===== config.mk =====
export PLATFORM = sky130hd
export DESIGN_NAME = falu_arbiter
export DESIGN_NICKNAME = d
export VERILOG_FILES = /design/src/rtl/falu_arbiter.sv
export SDC_FILE = /design/constraint.sdc
export NUM_CORES = 1
export LEC_CHECK = 0
export ABC_AREA = 0
export CORE_AREA = 2 2 157 159
export CTS_CLUSTER_DIAMETER = 60
export DETAILED_ROUTE_END_ITERATION = 7
export DIE_AREA = 0 0 159 161
export SYNTH_ARGS = -nofsm -noshare
export SYNTH_HDL_FRONTEND = slang
export SYNTH_SLANG_ARGS = --single-unit

===== constraint.sdc =====
create_clock -name clk -period 3.4 [get_ports clk]
set_input_delay 0.51 -clock clk [delete_from_list [all_inputs] [get_ports clk]]
set_output_delay 0.51 -clock clk [all_outputs]
set_load 0.05 [all_outputs]

===== src/rtl/falu_arbiter.sv =====
// Shares one combinational falu between NREQ requesters, holding operands for WAIT_CYC cycles.
// Define FALU_ARB_FIXED_PRIO_EN for lowest-index-wins arbitration; default is round-robin.
module falu_arbiter #(
    parameter int NREQ     = 4,
    parameter int WAIT_CYC = 2
) (
    input  logic                    clk,
    input  logic                    rst,
    input  logic [NREQ-1:0]         req_valid,
    output logic [NREQ-1:0]         req_ready,
    input  logic [2*NREQ-1:0]       req_op,
    input  logic [32*NREQ-1:0]      req_b,
    input  logic [32*NREQ-1:0]      req_c,
    output logic [1:0]              alu_op,
    output logic [31:0]             alu_b,
    output logic [31:0]             alu_c,
    input  logic [31:0]             alu_out,
    output logic                    rsp_valid,
    input  logic                    rsp_ready,
    output logic [$clog2(NREQ)-1:0] rsp_id,
    output logic [31:0]             rsp_data,
    output logic                    busy
);

    localparam int IDW = $clog2(NREQ);
    localparam int CW  = (WAIT_CYC > 1) ? $clog2(WAIT_CYC) : 1;
    localparam logic [CW-1:0] CNT_LOAD = CW'(WAIT_CYC - 1);

    typedef enum logic [1:0] {
        IDLE,
        EXEC,
        RESP
    } state_t;

    state_t         state, state_next;
    logic [CW-1:0]  cnt;
    logic           found;
    logic [IDW-1:0] gnt_idx;
    logic           accept;

`ifdef FALU_ARB_FIXED_PRIO_EN
    always_comb begin
        found   = 1'b0;
        gnt_idx = '0;
        for (int unsigned k = 0; k < NREQ; k++) begin
            if (!found && req_valid[k]) begin
                found   = 1'b1;
                gnt_idx = IDW'(k);
            end
        end
    end
`else
    logic [IDW-1:0] rr_ptr;
    int unsigned    idx;

    // Search starts at rr_ptr and wraps, so the last winner is checked last.
    always_comb begin
        found   = 1'b0;
        gnt_idx = '0;
        idx     = 0;
        for (int unsigned k = 0; k < NREQ; k++) begin
            idx = (32'(rr_ptr) + k) % NREQ;
            if (!found && req_valid[idx]) begin
                found   = 1'b1;
                gnt_idx = IDW'(idx);
            end
        end
    end

    always_ff @(posedge clk or posedge rst) begin
        if (rst) begin
            rr_ptr <= '0;
        end else if (accept) begin
            rr_ptr <= (gnt_idx == IDW'(NREQ - 1)) ? '0 : gnt_idx + 1'b1;
        end
    end
`endif

    assign accept = (state == IDLE) && found;
    assign busy   = (state != IDLE);

    always_comb begin
        req_ready = '0;
        if (state == IDLE && found && !rst) begin
            req_ready[gnt_idx] = 1'b1;
        end
    end

    always_comb begin
        state_next = state;
        unique case (state)
            IDLE:    if (accept) state_next = EXEC;
            EXEC:    if (cnt == '0) state_next = RESP;
            RESP:    if (rsp_ready) state_next = IDLE;
            default: state_next = IDLE;
        endcase
    end

    always_ff @(posedge clk or posedge rst) begin
        if (rst) begin
            state <= IDLE;
        end else begin
            state <= state_next;
        end
    end

    always_ff @(posedge clk or posedge rst) begin
        if (rst) begin
            alu_op    <= '0;
            alu_b     <= '0;
            alu_c     <= '0;
            rsp_id    <= '0;
            rsp_data  <= '0;
            rsp_valid <= 1'b0;
            cnt       <= '0;
        end else begin
            if (accept) begin
                alu_op <= req_op[2*gnt_idx +: 2];
                alu_b  <= req_b[32*gnt_idx +: 32];
                alu_c  <= req_c[32*gnt_idx +: 32];
                rsp_id <= gnt_idx;
                cnt    <= CNT_LOAD;
            end
            if (state == EXEC) begin
                if (cnt == '0) begin
                    rsp_data  <= alu_out;
                    rsp_valid <= 1'b1;
                end else begin
                    cnt <= cnt - 1'b1;
                end
            end
            if (state == RESP && rsp_ready) begin
                rsp_valid <= 1'b0;
            end
        end
    end

endmodule


# After elaboration in Yosys (flattened, before gate mapping)
# Cells that the tools add are included.
# Widths: inputs -> output; s select.
totals:
  inputBits: 303
  reg_bits: 106
  word_cells: 78
  output_inout_bits: 106
op_classes:
  reduce_logical: 17
  add_sub_neg: 5
  n_mux: 30
  shifts: 3
  eq_ne: 7
  bitwise_logic: 1
  order_cmp: 6
op_table:
  columns: ["operator", "n"]
  rows:
  - ["$shiftx 128x8->32", 2]
  - ["$mux 2", 8]
  - ["$lt 2x3->1 const B", 5]
  - ["$mux 1", 15]
  - ["$bmux 1 s2", 4]
  - ["$shiftx 8x4->2", 1]
  - ["$logic_and 1x1->1", 7]
  - ["$ne 2x2->1 const B", 3]
  - ["$pmux 2 s3", 1]
  - ["$add 2x1->2 const B", 2]
  - ["$add 2x2->2 const B", 2]
  - ["$eq 2x2->1 const B", 2]
  - ["$logic_not 1->1", 4]
  - ["$mux 4", 1]
  - ["$reduce_and 2->1", 2]
  - ["$reduce_bool 2->1", 2]
  - ["$reduce_and 3->1", 1]
  - ["$demux 1 s2", 1]
  - ["$eq 2x1->1 const B", 1]
  - ["$ge 2x1->1 const B", 1]
  - ["$logic_not 2->1", 1]
  - ["$ne 2x1->1 const B", 1]
  - ["$not 1->1", 1]
  - ["$sub 1x1->1 const B", 1]

# Depth between registers and ports, before layout
# Gate-level depths: netlist of the first run.
logic_depth:
  ltp_word: 17
  depth_mapped: 10
  mapped_depth_nobuf: 7

# Least setup slack after synthesis of the first run
# No wires, ideal clock.
synth_timing:
  kind: "input -> output"
  startpoint: "in rst"
  endpoint: "out req_ready[0]"
  required_time_ps: 2890
  path_buffers: 0
  arrival_ps: 3479
  cell_stages: 2
  path_slack_ps: -589
  path_cell_list: "inv_1 > and3_1"
synth_via:
  elab_chain_len: 3
synth_rtl:
  columns: ["element", "line", "source"]
  rows:
  - ["start, declared", "8", "input logic rst,"]
  - ["$logic_not 1->1 (no line)", null, null]
  - ["$logic_and 1x1->1", "84", "if (state == IDLE && found && !rst) begin"]
  - ["$mux 4", "84", null]
  - ["end, declared", "10", "output logic [NREQ-1:0] req_ready,"]
# Every way passes these cells.

# Worst setup path in the final report of the first run
layout_timing:
  startpoint: "in req_valid[2]"
  endpoint: "out req_ready[0]"
layout_via:
  elab_chain_len: 17
  word_cells_on_any_way: 30
  classes_between: "order compare: 2; mux: 19; reduce/logical: 9"
layout_rtl:
  columns: ["element", "line", "source"]
  rows:
  - ["start, declared", "9", "input logic [NREQ-1:0] req_valid,"]
  - ["$bmux 1 s2", "63", "if (!found && req_valid[idx]) begin"]
  - ["$mux 1 (implied by the code)", "63", null]
  - ["$mux 1", "63", null]
  - ["$logic_not 1->1", "63", null]
  - ["$logic_and 1x1->1", "63", null]
  - ["$mux 1", "63", null]
  - ["$logic_not 1->1", "63", null]
  - ["$logic_and 1x1->1", "63", null]
  - ["$mux 1", "63", null]
  - ["$logic_not 1->1", "63", null]
  - ["$logic_and 1x1->1", "63", null]
  - ["$mux 2", "63", null]
  - ["$lt 2x3->1 (implied by the code) / $ge 2x1->1 (equally long branches)", "85", "req_ready[gnt_idx] = 1'b1;"]
  - ["$logic_and 1x1->1 (implied by the code)", "85", null]
  - ["$mux 1 (implied by the code)", "85", null]
  - ["$demux 1 s2", "85", null]
  - ["$mux 4 (*)", "84", null]
# Mark *: on every way between the ends. The rest lies on a longest branch, timed or not. The select of a mux whose other input is x is not followed.

==> flow_metrics.py, run 1 <==
metrics = {
    "cts": {
        "ctsResizeCount": 0,
        "cts_max_level": 3,
        "cts_tree": "done",
        "clk_pin_slew_ps": 80,
        "insertion_delay_ps": 370,
        "root_buffer": "clkbuf_16",
        "cts_buffers": 9,
        "numClockSinks": 106,
        "post_cts_buffers": 0,
        "postCtsHoldBufs": 0,
        "clockBufferDepth": 2,
    },
    "layout": {
        "fin_util_pct": 42.83,
        "final_common_cell": "clkdlybuf4s50_1",
        "area_growth_pct": 88.25,
        "final_cell_mix": "clkdlybuf4s50_1, dfrtp_1, nor2_1",
        "drive_gt1_share_pct": 8.511,
        "fin_nets": 1192,
        "instances_no_fill": 1218,
        "design_area_mm2": 0.01026,
    },
    "sta": {
        "hold_viol_final": 0,
        "slew-limit-headroom_pct": 42.74,
        "fin_skew_ps": 20.34,
        "worstMarginPinSlew_ps": 857.5,
        "finalSetupViolations": 0,
        "rsz0062_at_grt": "no",
        "finalCriticalPeriod_ps": 3131,
        "period_share_pct": 92.08,
        "setup_tns_ps": 0,
        "max_clock_freq_mhz": 319.4,
        "drv_slew": 0,
        "hold_ws_ps": 482.9,
        "setup_ws_ps": 269.4,
    },
    "global_routing": {
        "grt_pass1_vias": 5962,
        "grt_overflow": 0,
        "grt_max_degree": 67,
        "grt_usage_pct": 17.79,
        "grt_pass1_wl_mm": 35.30,
        "grt_antenna_before_repair": 1,
    },
    "routing": {
        "dr.pass1.iters": 6,
        "routed_wl_mm": 23.56,
        "wl_per_cell_um": 19.35,
        "drt_iter0_drc": 271,
        "vias": 5829,
        "viasPerCell": 4.786,
        "drc": 0,
        "postRouteAntennaNets": 0,
    },
    "placed_design": {
        "post-place-ws_ps": 267.0,
        "dp_cells": 1201,
        "io_buffers": 408,
        "gp_congestion": 0.8474,
        "hpwl_mm": 17.41,
        "placed_area_mm2": 0.009952,
    },
    "floorplan": {
        "pin_count": 409,
        "die_h_um": 161,
        "core-area_mm2": 0.02396,
        "fp.dieW_um": 159,
        "start_util_pct": 22.75,
        "rows": 57,
        "die_area_mm2": 0.02560,
    },
    "run": {
        "maxCapViolCount": 0,
    },
    "yosys": {
        "yosysWarnings": 0,
        "ys_ff_latch": 106,
        "synthCells": 504,
        "post_synth.cell_area_avg_um2": 10.82,
        "yosysUniqueCellTypes": 32,
        "synth_area_mm2": 0.005451,
        "yosysSeqAreaShare_pct": 48.66,
        "syn_nets": 808,
    },
    "setup_path": {
        "worstSetupEndpointType": "output port",
        "cp.arrival_ps": 2620,
        "worst-endpoint-required_ps": 2890,
        "worstSetupPathType": "in -> out",
        "startpoint_type": "input port",
        "critPathMaxFanout": 26,
    },
    "pwr": {
        "total_power_mw": 10.05,
        "vdd_drop_max_v": 0.0003968,
        "leakage_nw": 4.073,
        "powerDensity_mw_per_mm2": 979.6,
    },
    "worst_hold_path": {
        "hold_class": "reg -> reg",
    },
    "outcome": {
        "status": "completed",
    },
}
[flip-flops by register name, indices dropped and copies added, names as in the netlist]
register and count:
rsp_data 32, rsp_valid 1, alu_op 2, alu_c 32, state 2, rr_ptr 2
rsp_id 2, alu_b 32, cnt 1
[cell type report]
| cell class | instances | area, um2 |
|---|---|---|
| fill | 2368 | 13700 |
| timing repair buffer | 421 | 4272 |
| sequential | 106 | 2653 |
| multi-input combinational | 343 | 2592 |
| tap | 324 | 405.4 |
| clock buffer | 9 | 225.2 |
| clock inverter | 7 | 82.58 |
| inverter | 7 | 30.03 |
| antenna | 1 | 2.502 |
[critical path, stage by stage]
cell	delay (ps)
clkdlybuf4s50_1	520
nor2b_1	220
o22a_1	200
o2bb2ai_4	700
and3_1	320
buf_12	150
[routing by layer]
layer  GRT usage (%)  wire (um)  part of all wire, %
met1           21.24       9602                   41
met2           31.05      11920                   51
met3           5.033       1629                  6.9
met4           5.620        415                  1.8
met5               0          0                    0
[Yosys cell counts, drive strengths merged]
| master | count | area, um2 |
|---|---|---|
| inv | 7 | 26.28 |
| o31a | 1 | 8.760 |
| o22ai | 66 | 412.9 |
| mux2i | 66 | 660.6 |
| o221ai | 1 | 15.01 |
| buf | 21 | 130.1 |
| o22a | 1 | 8.760 |
| o211a | 2 | 20.02 |
| and3 | 4 | 25.02 |
| nor4 | 1 | 12.51 |
| nor3 | 1 | 5.000 |
| mux2 | 32 | 360.4 |
| nand2 | 11 | 41.29 |
| o21ai | 6 | 30.02 |
| or3 | 1 | 6.260 |
| a221oi | 66 | 578.1 |
| dfrtp | 106 | 2653 |
| a211oi | 1 | 7.510 |
| clkbuf | 27 | 102.6 |
| a21oi | 4 | 20.02 |
| nor4b | 1 | 8.760 |
| nor2b | 3 | 18.77 |
| nor2 | 72 | 270.3 |
| o2bb2ai | 1 | 8.760 |
| a31o | 1 | 8.760 |
| ha | 1 | 12.51 |
[worst paths after layout]
check	from	to	slack, ps	cells after the start
setup reg to reg	state[0]$_DFFE_PP0P_	alu_c[10]$_DFFE_PP0P_	1080	6
setup / recovery	req_valid[2]	req_ready[0]	270	6
hold / removal	rsp_id[1]$_DFFE_PP0P_	rsp_id[1]$_DFFE_PP0P_	480	2
hold reg to reg	rsp_id[1]$_DFFE_PP0P_	rsp_id[1]$_DFFE_PP0P_	480	2
min in group asynchronous	rst	alu_c[20]$_DFFE_PP0P_	700	3
max in group asynchronous	rst	alu_b[29]$_DFFE_PP0P_	2210	3
[logic make-up after synthesis]
| logic type | Yosys count | synth area share, % |
|---|---|---|
| buffers and inverters | 55 | 4.751 |
| and+or+nand+nor | 94 | 7.115 |
| muxes | 98 | 18.73 |
| DFF | 106 | 48.66 |
| adders and majority gates | 1 | 0.2295 |
| AOI/OAI and AO/OA | 150 | 20.52 |
[where the power goes]
group	switching, mW	internal (mW)	leakage [nW]	total (mW)
clock	0.584	0.525	0.145	1.11
sequential	0.369	1.93	1.21	2.30
combinational	4.17	2.47	2.71	6.65
No activity file was read; power rests on OpenSTA's default activity.
==> run 2: changes to the inputs <==
--- a/config.mk
+++ b/config.mk
@@ -10,6 +10,7 @@
 export CTS_CLUSTER_DIAMETER = 60
 export DETAILED_ROUTE_END_ITERATION = 7
 export DIE_AREA = 0 0 159 161
+export HOLD_SLACK_MARGIN = 0.02
 export SYNTH_ARGS = -nofsm -noshare
 export SYNTH_HDL_FRONTEND = slang
 export SYNTH_SLANG_ARGS = --single-unit
==> results of run 2 <==
Final layout, timing and power as in run 1 (identical DEF).
